--- config.mk ---
export PLATFORM = sky130hd
export DESIGN_NAME = r8_scan_sequencer
export DESIGN_NICKNAME = d
export VERILOG_FILES = /design/src/rtl/r8_pkg.sv /design/src/rtl/r8_scan_counter.sv /design/src/rtl/r8_scan_sequencer.sv
export SDC_FILE = /design/constraint.sdc
export NUM_CORES = 1
export LEC_CHECK = 0
export BUFFER_PORTS_ARGS = -buffer_cell sky130_fd_sc_hd__buf_2
export CORE_MARGIN = 2
export CORE_UTILIZATION = 48
export CTS_CLUSTER_DIAMETER = 150
export CTS_CLUSTER_SIZE = 12
export DETAILED_ROUTE_END_ITERATION = 6
export GPL_ROUTABILITY_DRIVEN = 0
export MAX_ROUTING_LAYER = met4
export PLACE_DENSITY = 0.74
export SLEW_MARGIN = 20
export SYNTH_ARGS = -nofsm -noshare
export SYNTH_HDL_FRONTEND = slang
export SYNTH_HIERARCHICAL = 1
export SYNTH_SLANG_ARGS = --single-unit
--- constraint.sdc ---
create_clock -name clk -period 1.7 [get_ports clk]
set_input_delay 0 -clock clk [delete_from_list [all_inputs] [get_ports clk]]
set_output_delay 0 -clock clk [all_outputs]
set_load 0.02 [all_outputs]
--- src/rtl/r8_pkg.sv ---
// ============================================================================
// r8_pkg : shared scan-sequencer types, index width and window-width helper
// Revision: 1.0
// ============================================================================
`default_nettype none

package r8_pkg;

  localparam int IDX_W = 10;

  typedef enum logic [2:0] {
    ST_IDLE       = 3'd0,
    ST_FILL       = 3'd1,
    ST_SLIDE      = 3'd2,
    ST_ROW_END    = 3'd3,
    ST_FRAME_DONE = 3'd4
  } state_t;

  function automatic int win_width(input int radius);
    return 2 * radius + 1;
  endfunction

endpackage

`default_nettype wire

--- src/rtl/r8_scan_counter.sv ---
// ============================================================================
// r8_scan_counter : column counter wrapping at COLS-1 plus output-row counter
// Revision: 1.0
// ============================================================================
`default_nettype none

module r8_scan_counter
  import r8_pkg::*;
#(
  parameter int COLS = 19
) (
  input  logic             clk,
  input  logic             rst,
  input  logic             clear,
  input  logic             col_inc,
  input  logic             row_inc,
  output logic [IDX_W-1:0] col,
  output logic [IDX_W-1:0] row,
  output logic             col_last
);

  localparam logic [IDX_W-1:0] LAST_COL = IDX_W'(COLS - 1);

  assign col_last = (col == LAST_COL);

  always_ff @(posedge clk or negedge rst) begin
    if (!rst) begin
      col <= '0;
      row <= '0;
    end else if (clear) begin
      col <= '0;
      row <= '0;
    end else begin
      if (col_inc) col <= col_last ? '0 : col + 1'b1;
      if (row_inc) row <= row + 1'b1;
    end
  end

endmodule

`default_nettype wire

--- src/rtl/r8_scan_sequencer.sv ---
// ============================================================================
// r8_scan_sequencer : sliding-window scan controller for a row-streamed image.
// Optional stall input enabled by defining R8_SEQ_STALL_EN.
// Revision: 1.0
// ============================================================================
`default_nettype none

module r8_scan_sequencer
  import r8_pkg::*;
#(
  parameter int COLS   = 19,
  parameter int ROWS   = 19,
  parameter int RADIUS = 8
) (
  input  logic             clk,
  input  logic             rst,
  input  logic             start_i,
  input  logic             valid_i,
`ifdef R8_SEQ_STALL_EN
  input  logic             stall_i,
`endif
  output logic             ld_en,
  output logic             cum_en,
  output logic             sum_en,
  output logic             count_en,
  output logic             start_en,
  output logic             done_o,
  output logic             progress_done_o,
  output logic [IDX_W-1:0] col_o,
  output logic [IDX_W-1:0] row_o,
  output logic             busy_o,
  output logic             err_o
);

  localparam int               WIN      = win_width(RADIUS);
  localparam logic [IDX_W-1:0] EDGE_COL = IDX_W'(WIN - 1);
  localparam logic [IDX_W-1:0] LAST_ROW = IDX_W'(ROWS - 2 * RADIUS - 1);

  generate
    if (COLS <= 2 * RADIUS || ROWS <= 2 * RADIUS || COLS > 1023) begin : g_param_check
      $error("r8_scan_sequencer: illegal COLS/ROWS/RADIUS combination");
    end
  endgenerate

  state_t state;
  logic   stall;
  logic   run;
  logic   beat;
  logic   drop;
  logic   start_acc;
  logic   col_last;
  logic   row_last;
  logic   at_edge;
  logic   in_fill;

`ifdef R8_SEQ_STALL_EN
  assign stall = stall_i;
`else
  assign stall = 1'b0;
`endif

  assign run       = !stall;
  assign in_fill   = (state == ST_FILL);
  assign beat      = run && valid_i && (in_fill || state == ST_SLIDE);
  // Beats arriving outside an active row are discarded and flagged.
  assign drop      = run && valid_i &&
                     (state == ST_IDLE || state == ST_ROW_END || state == ST_FRAME_DONE);
  assign start_acc = run && start_i && (state == ST_IDLE || state == ST_FRAME_DONE);
  assign at_edge   = (col_o == EDGE_COL);
  assign row_last  = (row_o == LAST_ROW);

  assign ld_en    = beat && in_fill && (col_o == '0);
  assign cum_en   = beat && in_fill && (col_o != '0);
  assign start_en = beat && in_fill && at_edge;
  assign sum_en   = beat && (state == ST_SLIDE);
  assign count_en = beat;

  r8_scan_counter #(
    .COLS (COLS)
  ) u_counter (
    .clk      (clk),
    .rst      (rst),
    .clear    (start_acc),
    .col_inc  (beat),
    .row_inc  (run && state == ST_ROW_END),
    .col      (col_o),
    .row      (row_o),
    .col_last (col_last)
  );

  // Registered outputs freeze while stalled so a pending done_o is held.
  always_ff @(posedge clk or negedge rst) begin
    if (!rst) begin
      state           <= ST_IDLE;
      done_o          <= 1'b0;
      progress_done_o <= 1'b0;
      busy_o          <= 1'b0;
      err_o           <= 1'b0;
    end else if (run) begin
      done_o          <= beat && (col_o >= EDGE_COL);
      progress_done_o <= beat && col_last && row_last;
      err_o           <= drop || (err_o && !start_acc);
      case (state)
        ST_IDLE: begin
          if (start_i) begin
            state  <= ST_FILL;
            busy_o <= 1'b1;
          end
        end
        ST_FILL: begin
          if (beat && at_edge) state <= col_last ? ST_ROW_END : ST_SLIDE;
        end
        ST_SLIDE: begin
          if (beat && col_last) state <= ST_ROW_END;
        end
        ST_ROW_END: begin
          if (row_last) begin
            state  <= ST_FRAME_DONE;
            busy_o <= 1'b0;
          end else begin
            state  <= ST_FILL;
          end
        end
        ST_FRAME_DONE: begin
          if (start_i) begin
            state  <= ST_FILL;
            busy_o <= 1'b1;
          end else begin
            state  <= ST_IDLE;
          end
        end
        default: begin
          state  <= ST_IDLE;
          busy_o <= 1'b0;
        end
      endcase
    end
  end

endmodule

`default_nettype wire
* Word level (Yosys, flattened, before mapping)
Index checks and enable logic that the tools add are counted.
Cells by class: add/subtract/negate cells 2, $mul 0, divide/modulo/power cells 0, $lt $le $gt $ge 1, eq/ne operators 12, shift operators 0, multiplexer cells 15, bitwise gates (word level) 1, reductions and logical operators 28
Operators with widths (count):
- $mux W10 | 5
- $add A10 B1 Y10 const B | 2
- $eq A10 B5 Y1 const B | 2
- $pmux W3 S5 | 1
- $logic_and A1 B1 Y1 | 13
- $mux W3 | 4
- $eq A10 B2 Y1 const B | 1
- $ge A10 B5 Y1 const B | 1
- $logic_not A10 Y1 | 1
- $reduce_bool A10 Y1 | 1
- $eq A3 B2 Y1 const B | 2
- $ne A2 B1 Y1 const B | 3
- $reduce_and A3 Y1 | 2
- $logic_or A1 B1 Y1 | 5
- $mux W1 | 4
- $ne A2 B2 Y1 const B | 2
- $reduce_bool A2 Y1 | 2
- $reduce_or A2 Y1 | 2
- $eq A3 B1 Y1 const B | 1
- $eq A3 B3 Y1 const B | 1
- $logic_not A3 Y1 | 1
- $pmux W1 S3 | 1
- $logic_not A1 Y1 | 1
- $not A1 Y1 | 1
Storage, ports and cells: register bits 27, bits in latches 0, memory bits (writable) 0, ROM bits 0, word-level logic and storage cells 66, memories kept 0

* Longest topological paths before layout
depth after elaboration 6, depth in mapped cells 8, mapped depth without buffers 8

* Cells and area by module
The synthesis kept the hierarchy.
Modules (own cells, without submodules):
- r8_scan_counter | instances 1, cells each 104, area each 1064.8 sq um, sequential area each 500.5 sq um
- r8_scan_sequencer | instances 1, cells each 48, area each 476.7 sq um, sequential area each 175.2 sq um

* Worst setup path after synthesis
Ideal clock, no wire load.
path type register to register, start reg state[1], end reg u_counter.col[7], library setup time 0.119 ns, data arrival time 1.897 ns, path slack -0.316 ns, cell stages (with the launch flop) 9, path buffers 2, cells stage by stage dfrtp_1 > clkbuf_1 > nand2b_1 > a21oi_1 > buf_2 > o2111ai_1 > nor2_1 > xnor2_1 > nor2_1
On the way: word-level cells in the longest chain between the ends 4, elaborated cells on any way between the ends 10
Ends and longest elaborated chain:
- start, declared | line r8_scan_sequencer.sv:45 | state_t state;
- start signal, assigned | line r8_scan_sequencer.sv:111 | if (beat && at_edge) state <= col_last ? ST_ROW_END : ST_SLIDE;
- $eq A3 B1 Y1 / $eq A3 B2 Y1 (equally long branches) | line r8_scan_sequencer.sv:63, r8_scan_sequencer.sv:64
- $logic_or A1 B1 Y1 * | line r8_scan_sequencer.sv:64 | assign beat = run && valid_i && (in_fill || state == ST_SLIDE);
- $logic_and A1 B1 Y1 * | line r8_scan_sequencer.sv:64
- net count_en | line r8_scan_sequencer.sv:25 | output logic count_en,
- $reduce_bool A2 Y1 (no source line) *
- end signal, assigned | line r8_scan_counter.sv:34 | if (col_inc) col <= col_last ? '0 : col + 1'b1;
- end, declared | line r8_scan_counter.sv:17 | output logic [IDX_W-1:0] col,
The timed path passes the listed nets; every way through them passes the cells marked *. A chain may end at the register's enable or synchronous reset.

* Worst setup path after layout
start reg u_counter.col[1], end out start_en
On the way: word-level cells in the longest chain between the ends 2
Ends and longest elaborated chain:
- $eq A10 B5 Y1 | line r8_scan_sequencer.sv:69 | assign at_edge = (col_o == EDGE_COL);
- $logic_and A1 B1 Y1 | line r8_scan_sequencer.sv:74 | assign start_en = beat && in_fill && at_edge;
- end, declared | line r8_scan_sequencer.sv:26 | output logic start_en,
No other way between the ends.

==> run_results.csv <==
group,metric,value,unit
floorplan,core,3050,µm²
place,placed_area,1910,µm²
power,ir_worst_vdd,0.000565,V
setup_path,cp_num_buf_inv,1,
setup_path,arrival,1920,ps
drt,wl_met1,1610,µm
clock_network,root_buffer,"clkbuf_4",
sta,fin_crit,1920,ps
cells_and_area,n_antenna_cell,0,
setup_path,worstPathRequired,1700,ps
place,hpwl,2570,µm
drt,drc,0,
drt,vias_per_cell,5.16,
drt,wire_per_inst,13.8,µm
drt,drtPass1Iterations,4,
global_routing,grt_max_degree,28,
drt,drt_iter0_markers,54,
global_routing,grt-ovfl-total,0,
sta,slew_violations,0,
logic_synthesis,synth_edf_count,0,
clock_network,htree_levels,1,
place,dp.cells,243,
floorplan,rows,20,
clock_network,clkSinkCount,27,
clock_network,insertion_delay,330,ps
cells_and_area,layout_commonest_cell,"buf_2",
sta,setup_slack,-221,ps
logic_synthesis,async_reset_ff_share,100,%
cells_and_area,fin_area,2060,µm²
floorplan,start_util,50.5,%
cells_and_area,nets,219,
setup_path,crit_type,"reg -> out",
cells_and_area,final_cell_mix,"29 x buf_2, 27 x buf_4, 23 x nor2_1",
floorplan,fp.dieW,60.7,µm
cells_and_area,multi_input_area,876,µm²
logic_synthesis,synth_area,1540,µm²
setup_path,r2r_slack,-10,ps
drt,ant_nets,0,
power,power_density,1300,nW/µm²
hold_path,hold-path-endpoint,"err_o",
logic_synthesis,ys_types,53,
floorplan,die_area,3680,µm²
drt,top_layer,"met4",
sta,setup_viol,4,
setup_path,crit_path_max_incr_delay,550,ps
hold_path,holdPathStages,4,
sta,worst_slew_pin_slew,604,ps
sta,fin_worst_skew,5.06,ps
clock_network,cts_tree,"done",
logic_synthesis,syn_inst,152,
setup_path,r2r_cells,9,
drt,vias,1317,
sta,relSlewSlack,59.7,%
setup_path,cp_top_family,"simple AND/OR/NAND/NOR gates",
hold_path,min-delay-start,"start_i",
clock_network,clk_pin_slew_worst_paths,140,ps
global_routing,track_usage,20.8,%
logic_synthesis,syn_area_per_cell,10.1,µm²
sta,hold_viol_final,0,
setup_path,reg2reg_from,"u_counter/col[0]",
clock_network,cts_made_buffers,3,
global_routing,grt_pass1_wl,5480,µm
setup_path,startpoint_type,"flop",
status,status,"finished with violations",
flow_run,maxCapViolations,0,
logic_synthesis,syn_nets,159,
sta,max_freq,521,MHz
power,power,0.00267,W
power,leakage,1.01,nW
global_routing,grt_pass1_vias,1180,
sta,rsz0062_at_grt,"yes",
global_routing,antenna_found_initial,0,
drt,route.met2.wl,1800,µm
setup_path,cp-end-kind,"output pin",
clock_network,cts_buffer_depth,2,
cells_and_area,area_delta_synth_final,33.4,%
sta,fin_hold_ws,30.4,ps
hold_path,hold_path.class,"in -> reg",
status,violations,"negative setup slack",
logic_synthesis,ys_warn_count,6,
floorplan,die_h,60.7,µm
setup_path,reg2reg_to,"state[0]",
setup_path,critPathMaxFanout,4,
cells_and_area,layout-drive-gt1-share,43.6,%
sta,period_share,113,%
drt,wirelength,3530,µm
setup_path,crit_path_cell_trace,"or4_4, nor3_4, nor3b_4, buf_6",
cells_and_area,final.fill_count,271,
logic_synthesis,synth_seq_area_share,43.8,%
setup_path,cp_slowest_cell,"or4_4",
place,dp_slack,-15.1,ps
logic_synthesis,ys.flop_type,"dfrtp_1",
logic_synthesis,synth-seq-cells,27,
place,numPortBuffers,32,
floorplan,io-pin-count,33,
cells_and_area,stdcell_count,255,
cells_and_area,seq_area,683,µm²
drt,wl_met3,91,µm
repair_timing:
action                                 4_1_cts  5_1_grt
setup endpoints to repair                    4       11
buffers inserted                             1        5
hold buffers                                 2        0
gates resized for setup                      6       11
endpoints found under the hold margin       28        0
pin swaps                                    4        6
cell families after synthesis:
group | share of synthesized area [%]
simple gates | 30.1
flops | 43.8
compound gates | 10.1
xor+xnor | 8.52
buf+inv | 3.08
mux | 1.95
fa+ha+maj | 2.44
synthesized netlist by cell type, types with 2 or more instances:
cell type  instances  share of area [%]
and4_1             2                1.1
xor2_1             8                4.5
buf_2              2               0.65
nor3b_1            2               0.97
and3_1             2               0.81
ha_1               3                2.4
nand4_1            3                1.2
nor2b_1            2               0.81
o21ai_0            2               0.65
nand2b_1           5                2.0
a21oi_1            5                1.6
inv_1              4               0.97
mux2i_1            3                1.9
and2_1             3                1.2
xnor2_1            7                4.0
dfrtp_1           27                 44
or4_4              2                1.5
nor2_1            24                5.8
nand2_1            9                2.2
nand3_1            4                1.3
sequential cells by signal, summed over array words and instances, names as in the netlist:
| signal | cells |
|---|---|
| done_o | 1 |
| busy_o | 1 |
| u_counter/row | 10 |
| state | 3 |
| err_o | 1 |
| u_counter/col | 10 |
| progress_done_o | 1 |
cell type report:
| class | count | share of cell area [%] |
|---|---|---|
| Multi-Input combinational cell | 115 | 42.6 |
| Sequential cell | 27 | 33.2 |
| Timing Repair Buffer | 60 | 19.0 |
| Tap cell | 44 | 2.68 |
| Clock buffer | 3 | 1.10 |
| Inverter | 5 | 1.03 |
| Clock inverter | 1 | 0.365 |
tightest hold or removal path, stage by stage:
cell and delay (ps):
buf_2 110, nand2b_1 100, a22oi_1 70, nand2_1 60
worst max path at each step:
stage	startpoint	to	slack, ps	cells after the start
3_5_place_dp	state[0]	u_counter/row[6]	-20	5
2_1_floorplan	u_counter/col[0]	state[1]	-70	4
6_report	u_counter/col[1]	start_en	-220	4
3_3_place_gp	state[0]	u_counter/row[6]	60	5
5_1_grt	u_counter/col[1]	start_en	-280	4
4_1_cts	u_counter/col[1]	start_en	-210	4
per-stage QoR:
stage               setup TNS [ps]  utilization, %
finish                        -487            67.3
global placement                 0            62.6
CTS                           -478            65.2
floorplan                    -73.5               -
detailed placement           -15.1            62.6
global route                  -817            67.3
where the power goes:
group          switching (W)  total (W)  internal, W
clock network       0.000192   0.000282    0.0000900
registers           0.000126   0.000926     0.000800
logic               0.000823    0.00146     0.000636
routing by layer:
layer	GRT usage [%]	vias to the layer above
met2	33.3	23
met1	28.4	639
met5	-	-
met4	5.59	0
met3	1.92	4
li1	-	651
Power figures use the tool's default switching activity.
